===== src/rtl/vga_timing_gen.sv =====
// 640x480@60 raster timing from the 50 MHz board clock: 25 MHz pixel clock,
// sx/sy counters with sync/DE/frame decode, and a slow button-sampling square wave.
module vga_timing_gen #(
    parameter int H_ACTIVE  = 640,
    parameter int H_FP      = 16,
    parameter int H_SYNC    = 96,
    parameter int H_BP      = 48,
    parameter int V_ACTIVE  = 480,
    parameter int V_FP      = 10,
    parameter int V_SYNC    = 2,
    parameter int V_BP      = 33,
    parameter int SLOW_HALF = 4000000
) (
    input  logic       clock_50M,
    input  logic       reset_n,
    output logic       clock_25M,
    output logic       clock_6_25Hz,
    output logic [9:0] sx,
    output logic [9:0] sy,
    output logic       hsync,
    output logic       vsync,
    output logic       de,
    output logic       frame
);

    localparam int H_TOTAL     = H_ACTIVE + H_FP + H_SYNC + H_BP;
    localparam int V_TOTAL     = V_ACTIVE + V_FP + V_SYNC + V_BP;
    localparam int H_SYNC_FIRST = H_ACTIVE + H_FP;
    localparam int H_SYNC_LAST  = H_SYNC_FIRST + H_SYNC - 1;
    localparam int V_SYNC_FIRST = V_ACTIVE + V_FP;
    localparam int V_SYNC_LAST  = V_SYNC_FIRST + V_SYNC - 1;

    logic [9:0]  sx_q, sx_d;
    logic [9:0]  sy_q, sy_d;
    logic        clk25_q, clk25_d;
    logic [31:0] slow_cnt_q, slow_cnt_d;
    logic        slow_q, slow_d;

    // Counters step on the edge where clock_25M falls, so they are stable at its rising edge.
    always_comb begin
        clk25_d = ~clk25_q;
        sx_d    = sx_q;
        sy_d    = sy_q;
        if (clk25_q) begin
            if (sx_q == 10'(H_TOTAL - 1)) begin
                sx_d = 10'd0;
                if (sy_q == 10'(V_TOTAL - 1)) begin
                    sy_d = 10'd0;
                end else begin
                    sy_d = sy_q + 10'd1;
                end
            end else begin
                sx_d = sx_q + 10'd1;
            end
        end
    end

    always_comb begin
        slow_cnt_d = slow_cnt_q + 32'd1;
        slow_d     = slow_q;
        if (slow_cnt_q == 32'(SLOW_HALF - 1)) begin
            slow_cnt_d = 32'd0;
            slow_d     = ~slow_q;
        end
    end

    always_ff @(posedge clock_50M) begin
        if (!reset_n) begin
            sx_q       <= 10'd0;
            sy_q       <= 10'd0;
            clk25_q    <= 1'b0;
            slow_cnt_q <= 32'd0;
            slow_q     <= 1'b0;
        end else begin
            sx_q       <= sx_d;
            sy_q       <= sy_d;
            clk25_q    <= clk25_d;
            slow_cnt_q <= slow_cnt_d;
            slow_q     <= slow_d;
        end
    end

    assign clock_25M    = clk25_q;
    assign clock_6_25Hz = slow_q;
    assign sx           = sx_q;
    assign sy           = sy_q;

    assign hsync = !((sx_q >= 10'(H_SYNC_FIRST)) && (sx_q <= 10'(H_SYNC_LAST)));
    assign vsync = !((sy_q >= 10'(V_SYNC_FIRST)) && (sy_q <= 10'(V_SYNC_LAST)));
    assign de    = (sx_q < 10'(H_ACTIVE)) && (sy_q < 10'(V_ACTIVE));
    assign frame = (sy_q == 10'(V_ACTIVE)) && (sx_q == 10'd0);

endmodule


===== config.mk =====
export PLATFORM = sky130hd
export DESIGN_NAME = vga_timing_gen
export DESIGN_NICKNAME = d
export VERILOG_FILES = /design/src/rtl/vga_timing_gen.sv
export SDC_FILE = /design/constraint.sdc
export NUM_CORES = 1
export LEC_CHECK = 0
export ABC_CLOCK_PERIOD_IN_PS = 3400
export BUFFER_PORTS_ARGS = -buffer_cell sky130_fd_sc_hd__buf_4
export CAP_MARGIN = 30
export CORE_UTILIZATION = 55
export DETAILED_ROUTE_END_ITERATION = 12
export PLACE_DENSITY = 0.75
export SLEW_MARGIN = 20
export SYNTH_ARGS = -nofsm -noshare
export SYNTH_HDL_FRONTEND = slang
export SYNTH_SLANG_ARGS = --single-unit

===== constraint.sdc =====
create_clock -name clock_50M -period 3.4 [get_ports clock_50M]
set_input_delay 0 -clock clock_50M [delete_from_list [all_inputs] [get_ports clock_50M]]
set_output_delay 0 -clock clock_50M [all_outputs]
set_load 0.005 [all_outputs]

==> metrics <==
number of port buffers 27; sum of negative setup slack 0 ps; Worst Path Class, Setup reg -> reg; CTS tree yes; count of placed standard cells including taps 409; ant diodes 0; final count of negative-setup-slack endpoints 0; worst path buffer plus inverter count 0; part of the cycle the worst path needs 0.658; cell family with most CP delay simple AND/OR/NAND/NOR gates; starting utilization of the core area 0.573; Max Freq 0.447 GHz; HPWL after DPL 4120 um; Wirelength per Cell 14.1 um; final weighted congestion of routability-driven global placement 0.868; setup repair after global routing missed its margin no; Cell Count, Final, Fillers Out 417; proportion of register bits with asynchronous set or reset after synthesis 0; number of DRC markers in iteration 0 105; Netlist cell types 40; Antenna Nets Post-Route 0; area leader, netlist dfxtp_1; number of primary I/O pins 28; global-route wire length before repair 9550 um; CP Cell Sequence ha_1 > nand3_1 > or4_4 > or4_1 > a21oi_1; max capacitance violation total 0; worst rel slew slack 0.627; crit path max-delay cell type or4_4; Slew @ Worst Pin 555 ps; Startpoint Class register; post-synthesis cell count 325; clock-pin transition on the worst setup and hold timing paths 90 ps; number of hold buffers added after cts 0; count of final max-slew check failures 0; Syn. warnings 0; Final Critical Period 2240 ps; Avg Vias per Cell 6.12; worst hold path type in -> reg; Static Leakage 0.984 nW; sink count of the clock tree 54; Core Region 4720 um2; main flop type after synthesis dfxtp_1; maximum number of pins on one net before global-route repair 25; Post-CTS Resized 0; pwr/cell area 352 nW/um2; status finished, final reports clean; worst path required time 3640 ps; synth top area cells dfxtp_1, or4_1, a21oi_1; final global-route overflow total 0; Post-Syn Area 2710 um2; number of iterations in the first detailed-routing pass 4; insertion delay to the later sink of the worst-skew pair 310 ps; number of synthesized flops with an enable pin 0; number of standard-cell rows in the floorplan 25; most used standard cell by instance count after synthesis dfxtp_1; kind of end point of the critical path register; instance area after placement 2950 um2; fillers 438; peak fanout along the critical path 20; sequential fraction of the synthesis area 0.399; CP max stage delay 650 ps; Post-CTS Setup Repair Bufs 0; share of Yosys cell area claimed by the top area cell type 0.399; # DRC 0; most frequent cells after synthesis dfxtp_1, a21oi_1, nor2_1, nand2_1, or4_1; area added between synthesis and finish 12.4%; number of endpoints with negative hold slack in the final report 0; mean cell area of the mapped netlist 8.33 um2; total nets after synthesis 333; number of buffers on the longest clock path 2; final net count 357; worst setup skew after layout 4.02 ps; total routing usage reported by global routing 0.229; Max VDD drop 236 uV; wire length after detailed routing 5870 um; number of antenna violations at the first check in global routing 0; final standard cell area without fillers 3040 um2; total CTS buffers 5; data arrival at the endpoint of the critical path 2480 ps; Max H-tree Level 2; layout cell share with drive strength beyond 1 0.123; area of the die 5210 um2; post-synthesis sequential element count 54; via count of the first global-routing pass 2144; via count of the routed design 2552; buffer type at the clock tree root clkbuf_8; overall die height 72.2 um; floorplan die width 72.2 um
-- layer usage --
| layer | part of all wire | up-vias | track usage |
|---|---|---|---|
| met3 | 0.051 | 12 | 0.0472 |
| met4 | 0.017 | 0 | 0.0850 |
| met2 | 0.47 | 70 | 0.395 |
| li1 | - | 1268 | - |
| met5 | 0 | - | 0 |
| met1 | 0.46 | 1202 | 0.281 |
-- metrics by stage --
stage / hold slack [ps] / setup WS [ps] / total power, mW / utilization
floorplan: 178 / 1270 / 0.698 / -
global placement: 434 / 1230 / 0.714 / 0.624
detailed placement: 435 / 1200 / 0.715 / 0.624
CTS: 122 / 1170 / 1.09 / 0.645
global route: 116 / 1010 / 1.11 / 0.645
finish: 124 / 1160 / 1.07 / 0.645
-- final timing paths --
check               startpoint            to  slack [ps]  cells after the start
hold / removal         reset_n         sx[0]         120                      3
hold reg to reg   clock_6_25Hz  clock_6_25Hz         490                      2
setup reg to reg         sx[0]         sy[6]        1160                      5
setup / recovery         sx[0]         sy[6]        1160                      5
-- state kept, by name (all words and copies together) (netlist names) --
signal and cells:
sx 10, sy 10, clock_25M 1, slow_cnt_q 32, clock_6_25Hz 1
-- logic make-up (layout without fill, tap and decap cells) --
family / after synthesis / count (layout) / share of synthesized area
DFF: 54 / 54 / 0.399
buffers and inverters: 23 / 48 / 0.0360
and+or+nand+nor: 158 / 158 / 0.328
xor gates and xnor gates: 20 / 20 / 0.0647
AOI/OAI and AO/OA: 64 / 64 / 0.144
adders and majority gates: 6 / 6 / 0.0277
-- worst register-to-register path, cell delays in order (launching register included) --
cell and delay [ps]:
dfxtp_1 420, ha_1 250, nand3_1 180, or4_4 650, or4_1 540, a21oi_1 140
-- cell type report --
class / count / area (um2) / share of cell area
clock inverter: 2 / 12.5 / 0.00411
tap: 67 / 83.8 / 0.0275
inverter: 12 / 45.0 / 0.0148
multi-input combinational: 248 / 1530 / 0.502
sequential: 54 / 1080 / 0.355
timing repair buffer: 28 / 210 / 0.0691
clock buffer: 6 / 82.6 / 0.0271
-- where the power goes --
part	total (mW)	switching [mW]	internal, mW
clock network	0.372	0.208	0.164
registers	0.657	0.0153	0.641
logic	0.0430	0.0227	0.0204
-- layout by cell type, fill, tap and decap left out, drive strengths merged, types with 11 or more instances in the layout --
| cell type | count |
|---|---|
| nand3 | 20 |
| inv | 11 |
| or3 | 11 |
| or4 | 22 |
| nand2 | 25 |
| xnor2 | 11 |
| o31ai | 18 |
| nor2 | 27 |
| nand4 | 18 |
| buf | 28 |
| a21oi | 29 |
| dfxtp | 54 |
No activity file was read; power rests on OpenSTA's default activity.
